$ cat src/rtl/debug_unit_ctrl.sv
// rtl/debug_unit_ctrl.sv - host command decoder, imem loader, run/step gate and UART reporter
// Decodes 'L'/'R'/'S' host commands, streams words into imem, gates the pipeline, replies over tx.
module debug_unit_ctrl #(
  parameter int NB_DATA     = 32,
  parameter int NB_ADDRESS  = 32,
  parameter int NB_BYTE     = 8,
  parameter int N_INSTR_MAX = 64,
  parameter int NB_CYCLES   = 32
) (
  input  logic                  i_clk,
  input  logic                  i_reset,
  input  logic [NB_BYTE-1:0]    i_rx_data,
  input  logic                  i_rx_valid,
  output logic [NB_BYTE-1:0]    o_tx_data,
  output logic                  o_tx_start,
  input  logic                  i_tx_busy,
  output logic                  o_imem_wr_en,
  output logic [NB_ADDRESS-1:0] o_imem_wr_addr,
  output logic [NB_DATA-1:0]    o_imem_wr_data,
  output logic                  o_pipe_en,
  output logic                  o_pipe_reset,
  input  logic                  i_halt,
  input  logic [NB_ADDRESS-1:0] i_pc,
  output logic [2:0]            o_state
);

  localparam int NB_IDX = $clog2(N_INSTR_MAX + 1);
  localparam logic [NB_IDX-1:0]    IDX_ONE = 1;
  localparam logic [NB_CYCLES-1:0] CYC_ONE = 1;

  typedef enum logic [2:0] {
    ST_IDLE      = 3'd0,
    ST_LOAD_CNT  = 3'd1,
    ST_LOAD_BYTE = 3'd2,
    ST_RUN       = 3'd3,
    ST_STEP      = 3'd4,
    ST_SEND      = 3'd5,
    ST_SEND_WAIT = 3'd6
  } state_t;

  state_t state, state_next;

  logic [NB_IDX-1:0]    n_words;
  logic [NB_IDX-1:0]    word_idx;
  logic [1:0]           byte_cnt;
  logic [NB_DATA-9:0]   word_sr;
  logic [NB_CYCLES-1:0] cycles;
  logic [31:0]          pc_q;
  logic [7:0]           resp;
  logic                 is_report;
  logic [2:0]           idx;
  logic                 seen_busy;

  logic       n_bad;
  logic       last_word;
  logic       tx_last;
  logic       enter_report;
  logic [63:0] rpt;
  logic [5:0]  sh;
  logic [7:0]  cur_byte;

  assign n_bad     = (i_rx_data == '0) || (int'(i_rx_data) > N_INSTR_MAX);
  assign last_word = (word_idx + IDX_ONE) == n_words;
  assign tx_last   = is_report ? (idx == 3'd7) : 1'b1;
  assign o_pipe_en = ((state == ST_RUN) && !i_halt) || (state == ST_STEP);
  assign o_state   = state;

  // Report is PC then cycle count, each 32 bits, sent most significant byte first.
  assign rpt      = {pc_q, 32'(cycles)};
  assign sh       = {3'd7 - idx, 3'b000};
  assign cur_byte = is_report ? rpt[sh +: 8] : resp;

  assign enter_report = (state_next == ST_SEND) &&
                        ((state == ST_IDLE) || (state == ST_RUN) || (state == ST_STEP));

  always_comb begin
    state_next = state;
    case (state)
      ST_IDLE: begin
        if (i_rx_valid) begin
          case (i_rx_data)
            8'h4C:   state_next = ST_LOAD_CNT;
            8'h52:   state_next = i_halt ? ST_SEND : ST_RUN;
            8'h53:   state_next = i_halt ? ST_SEND : ST_STEP;
            default: state_next = ST_IDLE;
          endcase
        end
      end
      ST_LOAD_CNT: begin
        if (i_rx_valid) state_next = n_bad ? ST_SEND : ST_LOAD_BYTE;
      end
      ST_LOAD_BYTE: begin
        if (i_rx_valid && (byte_cnt == 2'd3) && last_word) state_next = ST_SEND;
      end
      ST_RUN: begin
        if (i_halt) state_next = ST_SEND;
      end
      ST_STEP: state_next = ST_SEND;
      ST_SEND: begin
        if (!i_tx_busy) state_next = ST_SEND_WAIT;
      end
      ST_SEND_WAIT: begin
        if (seen_busy && !i_tx_busy) state_next = tx_last ? ST_IDLE : ST_SEND;
      end
      default: state_next = ST_IDLE;
    endcase
  end

  always_ff @(posedge i_clk or negedge i_reset) begin
    if (!i_reset) state <= ST_IDLE;
    else          state <= state_next;
  end

  always_ff @(posedge i_clk or negedge i_reset) begin
    if (!i_reset) begin
      o_tx_data      <= '0;
      o_tx_start     <= 1'b0;
      o_imem_wr_en   <= 1'b0;
      o_imem_wr_addr <= '0;
      o_imem_wr_data <= '0;
      o_pipe_reset   <= 1'b0;
      n_words        <= '0;
      word_idx       <= '0;
      byte_cnt       <= '0;
      word_sr        <= '0;
      cycles         <= '0;
      pc_q           <= '0;
      resp           <= '0;
      is_report      <= 1'b0;
      idx            <= '0;
      seen_busy      <= 1'b0;
    end else begin
      o_imem_wr_en <= 1'b0;
      o_pipe_reset <= 1'b0;
      o_tx_start   <= 1'b0;

      if (o_pipe_en && (cycles != '1)) cycles <= cycles + CYC_ONE;

      case (state)
        ST_IDLE: begin
          if (i_rx_valid && (i_rx_data == 8'h4C)) begin
            o_pipe_reset <= 1'b1;
            cycles       <= '0;
          end
        end
        ST_LOAD_CNT: begin
          if (i_rx_valid) begin
            if (n_bad) begin
              resp      <= 8'hEE;
              is_report <= 1'b0;
              idx       <= '0;
            end else begin
              n_words  <= NB_IDX'(i_rx_data);
              word_idx <= '0;
              byte_cnt <= '0;
            end
          end
        end
        ST_LOAD_BYTE: begin
          if (i_rx_valid) begin
            word_sr  <= {word_sr[NB_DATA-17:0], i_rx_data};
            byte_cnt <= byte_cnt + 2'd1;
            if (byte_cnt == 2'd3) begin
              o_imem_wr_en   <= 1'b1;
              o_imem_wr_addr <= NB_ADDRESS'({word_idx, 2'b00});
              o_imem_wr_data <= {word_sr, i_rx_data};
              word_idx       <= word_idx + IDX_ONE;
              if (last_word) begin
                resp      <= 8'h4B;
                is_report <= 1'b0;
                idx       <= '0;
              end
            end
          end
        end
        ST_SEND: begin
          if (!i_tx_busy) begin
            o_tx_data  <= NB_BYTE'(cur_byte);
            o_tx_start <= 1'b1;
            seen_busy  <= 1'b0;
          end
        end
        ST_SEND_WAIT: begin
          if (i_tx_busy)      seen_busy <= 1'b1;
          else if (seen_busy) idx       <= idx + 3'd1;
        end
        default: ;
      endcase

      // PC is captured as the report is queued so later PC motion cannot skew it.
      if (enter_report) begin
        pc_q      <= 32'(i_pc);
        is_report <= 1'b1;
        idx       <= '0;
      end
    end
  end

endmodule

$ cat config.mk
export PLATFORM = sky130hd
export DESIGN_NAME = debug_unit_ctrl
export DESIGN_NICKNAME = d
export VERILOG_FILES = /design/src/rtl/debug_unit_ctrl.sv
export SDC_FILE = /design/constraint.sdc
export NUM_CORES = 1
export LEC_CHECK = 0
export CORE_UTILIZATION = 35
export DETAILED_ROUTE_END_ITERATION = 8
export PLACE_DENSITY = 0.68
export SLEW_MARGIN = 15
export SYNTH_ARGS = -nofsm -noshare
export SYNTH_HDL_FRONTEND = slang
export SYNTH_SLANG_ARGS = --single-unit
$ cat constraint.sdc
create_clock -name i_clk -period 2.3 [get_ports i_clk]
set_input_delay 0.46 -clock i_clk [delete_from_list [all_inputs] [get_ports i_clk]]
set_output_delay 0.46 -clock i_clk [all_outputs]
set_load 0.02 [all_outputs]
Yosys cells after proc, flatten, opt, wreduce, memory -nomap -nowiden
Cells that the tools add are included.
{"block": "totals", "word_cells": 142, "output_inout_bits": 79, "input_bits": 45, "ff_bits": 170}
{"block": "op_classes", "shift": 1, "n_eq_ne": 29, "addsub": 5, "magnitude_cmp": 1, "n_bitwise": 2, "reduce_logical": 29, "mux": 58}
{"cell": "$mux 32", "count": 3}
{"cell": "$shiftx 64x7->8", "count": 1}
{"cell": "$mux 3", "count": 17}
{"cell": "$mux 8", "count": 6}
{"cell": "$add 32x1->32 const B", "count": 1}
{"cell": "$ne 32x32->1 const B", "count": 1}
{"cell": "$mux 7", "count": 4}
{"cell": "$eq 8x7->1 const B", "count": 3}
{"cell": "$ne 3x3->1 const B", "count": 7}
{"cell": "$pmux 3 s7", "count": 1}
{"cell": "$pmux 3 s3", "count": 2}
{"cell": "$mux 1", "count": 17}
{"cell": "$ne 2x2->1 const B", "count": 8}
{"cell": "$pmux 8 s2", "count": 1}
{"cell": "$eq 3x3->1 const B", "count": 5}
{"cell": "$pmux 7 s2", "count": 1}
{"cell": "$reduce_and 6->1", "count": 2}
{"cell": "$reduce_and 3->1", "count": 3}
{"cell": "$gt 8x7->1 const B", "count": 1}
{"cell": "$logic_not 8->1", "count": 1}
{"cell": "$reduce_and 8->1", "count": 1}
{"cell": "$add 7x1->7 const B", "count": 1}
{"cell": "$eq 7x7->1", "count": 1}
{"cell": "$logic_and 1x1->1", "count": 7}
{"cell": "19 further kinds", "count": 30}

Longest topological paths before layout
{"block": "logic_depth", "word_depth": 9, "mapped_depth": 10, "ltp_nobuf": 8}

Worst setup path before layout
OpenSTA, ideal clock, no wires.
{"block": "synth_path", "path_kind": "input to register", "startpoint": "input port i_rx_data[1]", "endpoint": "register pc_q[10]", "required_ns": 2.175, "setup_time_ns": 0.125, "path_buffers": 1, "path_stages": 7, "path_slack_ns": -0.200, "arrival_time_ns": 2.375, "cell_sequence": "or3_1 -> o22ai_1 -> a21oi_1 -> mux2_2 -> nor4b_4 -> buf_6 -> mux2_2"}
{"block": "synth_via", "elab_chain_cells": 7, "elab_cells_between_ends": 13, "cone_classes": "order compare (1); eq/ne (4); mux (5); reduce/logical (3)"}
{"element": "start: declaration", "line_no": "12", "rtl": "input logic [NB_BYTE-1:0] i_rx_data,"}
{"element": "$gt 8x7->1 / $logic_not 8->1 (equally long branches)", "line_no": "62", "rtl": "assign n_bad = (i_rx_data == '0) || (int'(i_rx_data) > N_INSTR_MAX);"}
{"element": "$logic_or 1x1->1", "line_no": "62"}
{"element": "$mux 3 (2 in series)", "line_no": "90", "rtl": "if (i_rx_valid) state_next = n_bad ? ST_SEND : ST_LOAD_BYTE;"}
{"element": "$pmux 3 s7 *", "line_no": "78", "rtl": "case (state)"}
{"element": "$eq 3x3->1 *", "line_no": "73", "rtl": "assign enter_report = (state_next == ST_SEND) &&"}
{"element": "$logic_and 1x1->1 *", "line_no": "73"}
{"element": "end signal: assignment", "line_no": "192", "rtl": "pc_q <= 32'(i_pc);"}
{"element": "end: declaration", "line_no": "48", "rtl": "logic [31:0] pc_q;"}
Mark *: on every way between the ends. The rest lies on a longest branch, timed or not.
A chain may end at the register's enable or synchronous reset.

Final worst setup path
{"block": "layout_path", "startpoint": "register idx[1]", "endpoint": "register pc_q[30]"}
{"block": "layout_via", "elab_chain_cells": 7}
{"element": "start: declaration", "line_no": "51", "rtl": "logic [2:0] idx;"}
{"element": "start signal: assignment", "line_no": "185", "rtl": "else if (seen_busy) idx <= idx + 3'd1;"}
{"element": "$eq 3x3->1", "line_no": "64", "rtl": "assign tx_last = is_report ? (idx == 3'd7) : 1'b1;"}
{"element": "$mux 1", "line_no": "64"}
{"element": "$mux 3 (2 in series)", "line_no": "103", "rtl": "if (seen_busy && !i_tx_busy) state_next = tx_last ? ST_IDLE : ST_SEND;"}
{"element": "$pmux 3 s7", "line_no": "78"}
{"element": "$eq 3x3->1", "line_no": "73"}
{"element": "$logic_and 1x1->1", "line_no": "73"}
Every way passes these cells.

==> metrics.txt <==
# TYPE chip_impl_metric gauge
chip_impl_info{name="outcome",value="complete, but fails checks"} 1
chip_impl_info{name="violations",value="DRC, setup timing"} 1
chip_impl_metric{name="num-fill-cells",unit=""} 1990
chip_impl_metric{name="yosysTopAreaCellShare",unit=""} 0.521
chip_impl_info{name="yosysTopAreaCell",value="sky130_fd_sc_hd__dfrtp_1"} 1
chip_impl_metric{name="number_of_buffers_added_on_ports",unit=""} 98
chip_impl_metric{name="p_per_area",unit="mW/mm^2"} 1050
chip_impl_metric{name="grt_start_max_net_pins",unit=""} 65
chip_impl_metric{name="cts_sinks",unit=""} 165
chip_impl_metric{name="crit_arrival",unit="ps"} 2790
chip_impl_metric{name="globalplace.congestion",unit=""} 0.862
chip_impl_metric{name="worst_hold_stages",unit=""} 2
chip_impl_metric{name="synth.avg_cell_area",unit="sq um"} 11.3
chip_impl_metric{name="rows",unit=""} 54
chip_impl_metric{name="ant_diodes",unit=""} 0
chip_impl_info{name="post-synth-top-count-cell",value="sky130_fd_sc_hd__dfrtp_1"} 1
chip_impl_metric{name="ys_ff_latch",unit=""} 165
chip_impl_info{name="crit_path_top_delay_cell",value="sky130_fd_sc_hd__dfrtp_1"} 1
chip_impl_metric{name="design.core.area",unit="sq mm"} 0.0220
chip_impl_metric{name="fin_crit_sh",unit=""} 1.08
chip_impl_info{name="netlist_top_cells_area",value="sky130_fd_sc_hd__dfrtp_1 (52%), sky130_fd_sc_hd__mux2_2 (11%), sky130_fd_sc_hd__nand2_1 (5.2%)"} 1
chip_impl_metric{name="setup-tns-final",unit="ps"} -5130
chip_impl_metric{name="critical_path_peak_fanout",unit=""} 9
chip_impl_metric{name="drive_above_1_share",unit=""} 0.272
chip_impl_metric{name="htree_num_levels",unit=""} 4
chip_impl_metric{name="die_area",unit="sq mm"} 0.0232
chip_impl_info{name="worstPathCellList",value="ha_4 > ha_4 > nand2b_4 > o21ai_2 > o21ai_1 > mux2_4 > nor4b_4 > buf_6 > buf_12 > mux2_2"} 1
chip_impl_metric{name="clock_latency",unit="ps"} 440
chip_impl_metric{name="syn_inst",unit=""} 700
chip_impl_metric{name="async_flop_share",unit=""} 1.00
chip_impl_info{name="synth_common_cells",value="sky130_fd_sc_hd__dfrtp_1 (165), sky130_fd_sc_hd__nand2_1 (110), sky130_fd_sc_hd__mux2_2 (76)"} 1
chip_impl_metric{name="fin_hold_ws",unit="ps"} 456
chip_impl_metric{name="yosysUniqueCellTypes",unit=""} 53
chip_impl_metric{name="post-layout-total-power",unit="W"} 0.0112
chip_impl_metric{name="drcViolationCount",unit=""} 11
chip_impl_metric{name="post_layout_nonfiller_instances",unit=""} 1162
chip_impl_info{name="worstSetupEndpointType",value="flop"} 1
chip_impl_metric{name="fp.dieW",unit="um"} 152
chip_impl_metric{name="cp_slowest_stage_delay",unit="ps"} 410
chip_impl_metric{name="grt_usage",unit=""} 0.167
chip_impl_metric{name="final_setup_vio_count",unit=""} 36
chip_impl_metric{name="number_of_maximum_capacitance_violations",unit=""} 0
chip_impl_metric{name="required",unit="ps"} 2620
chip_impl_metric{name="chipHeight",unit="um"} 152
chip_impl_metric{name="detailedPlacementHpwl",unit="mm"} 12.6
chip_impl_metric{name="tritoncts.num_buffers",unit=""} 17
chip_impl_metric{name="wire_length_after_detailed_routing",unit="mm"} 18.9
chip_impl_metric{name="ios",unit=""} 124
chip_impl_metric{name="ys_seq_area_frac",unit=""} 0.521
chip_impl_metric{name="area_growth_syn_to_layout",unit="%"} 34.3
chip_impl_metric{name="fin_worst_skew",unit="ps"} 9.63
chip_impl_metric{name="min_period",unit="ps"} 2480
chip_impl_metric{name="finalHoldViolCount",unit=""} 0
chip_impl_metric{name="achievable-frequency",unit="GHz"} 0.404
chip_impl_info{name="critical_path_startpoint_category",value="flop"} 1
chip_impl_metric{name="synth_area",unit="sq mm"} 0.00792
chip_impl_info{name="ctsRootBufferMaster",value="sky130_fd_sc_hd__clkbuf_16"} 1
chip_impl_metric{name="worstRegToRegCells",unit=""} 10
chip_impl_metric{name="drt-initial-drc-count",unit=""} 343
chip_impl_info{name="timing.critical_path.mode_cell",value="sky130_fd_sc_hd__ha_4"} 1
chip_impl_metric{name="post_route_utilization",unit=""} 0.483
chip_impl_metric{name="vias",unit=""} 5846
chip_impl_metric{name="synth_warnings",unit=""} 0
chip_impl_metric{name="firstDrtPassIters",unit=""} 9
chip_impl_metric{name="timing.final.max_slew_violations",unit=""} 0
chip_impl_metric{name="grt_pass1_vias",unit=""} 5900
chip_impl_info{name="grt_setup_unrepaired",value="yes"} 1
chip_impl_metric{name="layout_setup_ws",unit="ps"} -176
chip_impl_metric{name="drt-wirelength-per-cell",unit="um"} 16.2
chip_impl_metric{name="drtAntennaViolNets",unit=""} 0
chip_impl_metric{name="detail_route.vias_per_cell",unit=""} 5.03
chip_impl_info{name="cts_tree",value="done"} 1
chip_impl_info{name="yosys_most_used_dff",value="sky130_fd_sc_hd__dfrtp_1"} 1
chip_impl_metric{name="grt_antenna_before_repair",unit=""} 0
chip_impl_metric{name="synth_enable_flop_cells",unit=""} 0
chip_impl_metric{name="grt_overflow",unit=""} 0
chip_impl_metric{name="power.ir.vdd_worst",unit="mV"} 0.561
chip_impl_info{name="worst_hold_path_type",value="reg -> reg"} 1
chip_impl_metric{name="numPlacedInstances",unit=""} 1114
chip_impl_metric{name="power.leakage",unit="nW"} 4.83
chip_impl_metric{name="cts_max_path_buffers",unit=""} 2
chip_impl_info{name="timing.setup.critical_path_class",value="reg -> reg"} 1
chip_impl_metric{name="clk_pin_slew",unit="ps"} 80
chip_impl_metric{name="num-nets-final",unit=""} 919
chip_impl_metric{name="grt_first_pass_wirelength",unit="mm"} 30.7
chip_impl_metric{name="floorplan.initialDensity",unit=""} 0.360
-- power by group --
group          total (W)  leakage, nW  internal (W)  switching [W]
Clock            0.00287        0.293       0.00147        0.00139
Combinational    0.00407         2.42       0.00233        0.00174
Sequential       0.00428         2.11       0.00369       0.000586
-- cell families after synthesis --
kind of cell               Yosys count  synth area share
muxes                              101             0.165
DFF                                165             0.521
buffers and inverters               70            0.0496
adders and majority gates            5           0.00790
xor gates and xnor gates            31            0.0397
AOI/OAI and AO/OA                   81            0.0659
and+or+nand+nor                    246             0.150
other                                1          0.000473
-- registers in the layout, summed over array words and instances (netlist names) --
name,count
o_pipe_reset,1
idx,3
o_state,3
seen_busy,1
o_tx_start,1
o_imem_wr_data,32
o_imem_wr_en,1
word_idx,7
is_report,1
word_sr,24
n_words,7
cycles,32
o_imem_wr_addr,7
byte_cnt,2
pc_q,32
resp,3
o_tx_data,8
-- path summary, 6_finish.rpt --
path                              from            endpoint  slack, ps
setup / recovery                idx[1]            pc_q[30]       -180
hold / removal             word_sr[21]  o_imem_wr_data[29]        460
setup reg to reg                idx[1]            pc_q[30]       -180
hold reg to reg            word_sr[21]  o_imem_wr_data[29]        460
max in group asynchronous      i_reset          word_sr[0]       1090
min in group asynchronous      i_reset        o_pipe_reset        510
-- cell type report --
| type | count | area (sq um) | share of cell area |
|---|---|---|---|
| sequential | 165 | 4130 | 0.389 |
| multi-input combinational | 489 | 3770 | 0.355 |
| timing repair buffer | 182 | 1730 | 0.163 |
| clock buffer | 17 | 425 | 0.0400 |
| tap | 280 | 350 | 0.0329 |
| clock inverter | 15 | 171 | 0.0161 |
| inverter | 14 | 52.6 | 0.00494 |
-- critical path: cells and delay by family, from the launching register on --
family | cells | cell delay, ps
AND/OR/NAND/NOR | 2 | 410
buffers and inverters | 2 | 320
multiplexers | 2 | 640
flip-flops | 1 | 410
adder cells (fa/ha/maj) | 2 | 320
AO/OA/AOI/OAI | 2 | 260
-- layout by cell type (no fill, tap or decap), types with 6 or more instances in the layout --
cell	synthesis	layout
sky130_fd_sc_hd__inv_1	14	13
sky130_fd_sc_hd__or3_1	9	7
sky130_fd_sc_hd__buf_4	25	74
sky130_fd_sc_hd__and4_1	9	9
sky130_fd_sc_hd__clkdlybuf4s50_1	0	91
sky130_fd_sc_hd__clkbuf_16	0	17
sky130_fd_sc_hd__mux4_2	16	16
sky130_fd_sc_hd__xor2_1	9	9
sky130_fd_sc_hd__o21ai_0	23	21
sky130_fd_sc_hd__nand3_1	14	14
sky130_fd_sc_hd__and3_1	12	12
sky130_fd_sc_hd__xnor2_1	19	19
sky130_fd_sc_hd__a21o_1	7	7
sky130_fd_sc_hd__a21oi_1	19	19
sky130_fd_sc_hd__mux2_2	76	53
sky130_fd_sc_hd__buf_12	0	7
sky130_fd_sc_hd__mux2i_1	8	8
sky130_fd_sc_hd__nand4_1	12	12
sky130_fd_sc_hd__a211oi_1	7	7
sky130_fd_sc_hd__conb_1	1	25
sky130_fd_sc_hd__nor2_1	46	44
sky130_fd_sc_hd__inv_6	0	6
sky130_fd_sc_hd__mux2_4	0	24
sky130_fd_sc_hd__nor3_1	8	7
sky130_fd_sc_hd__nand2_1	110	110
sky130_fd_sc_hd__dfrtp_1	165	162
-- repair_timing --
| action | CTS | global route |
|---|---|---|
| setup endpoints to repair | 39 | 56 |
| pin swaps | 5 | 6 |
| cloned | 3 | 0 |
| hold endpoints to repair | 42 | 0 |
| buffers inserted | 4 | 11 |
| gates resized for setup | 37 | 31 |
| hold buffers | 1 | 0 |
-- metal layers --
layer	track usage	part of all wire	vias to the layer above
li1	-	-	2762
met1	0.220	0.47	2914
met2	0.274	0.48	152
met3	0.0412	0.050	18
met4	0.0491	0.0099	0
met5	0	0	-
-- stage by stage --
stage	setup slack, ps	area (sq um)
4_1_cts	-179	10500
6_report	-176	10600
5_1_grt	-258	10600
3_3_place_gp	-647	9590
3_5_place_dp	-639	9590
2_1_floorplan	-184	8030
Note: power is estimated with default switching activity, not from simulation.
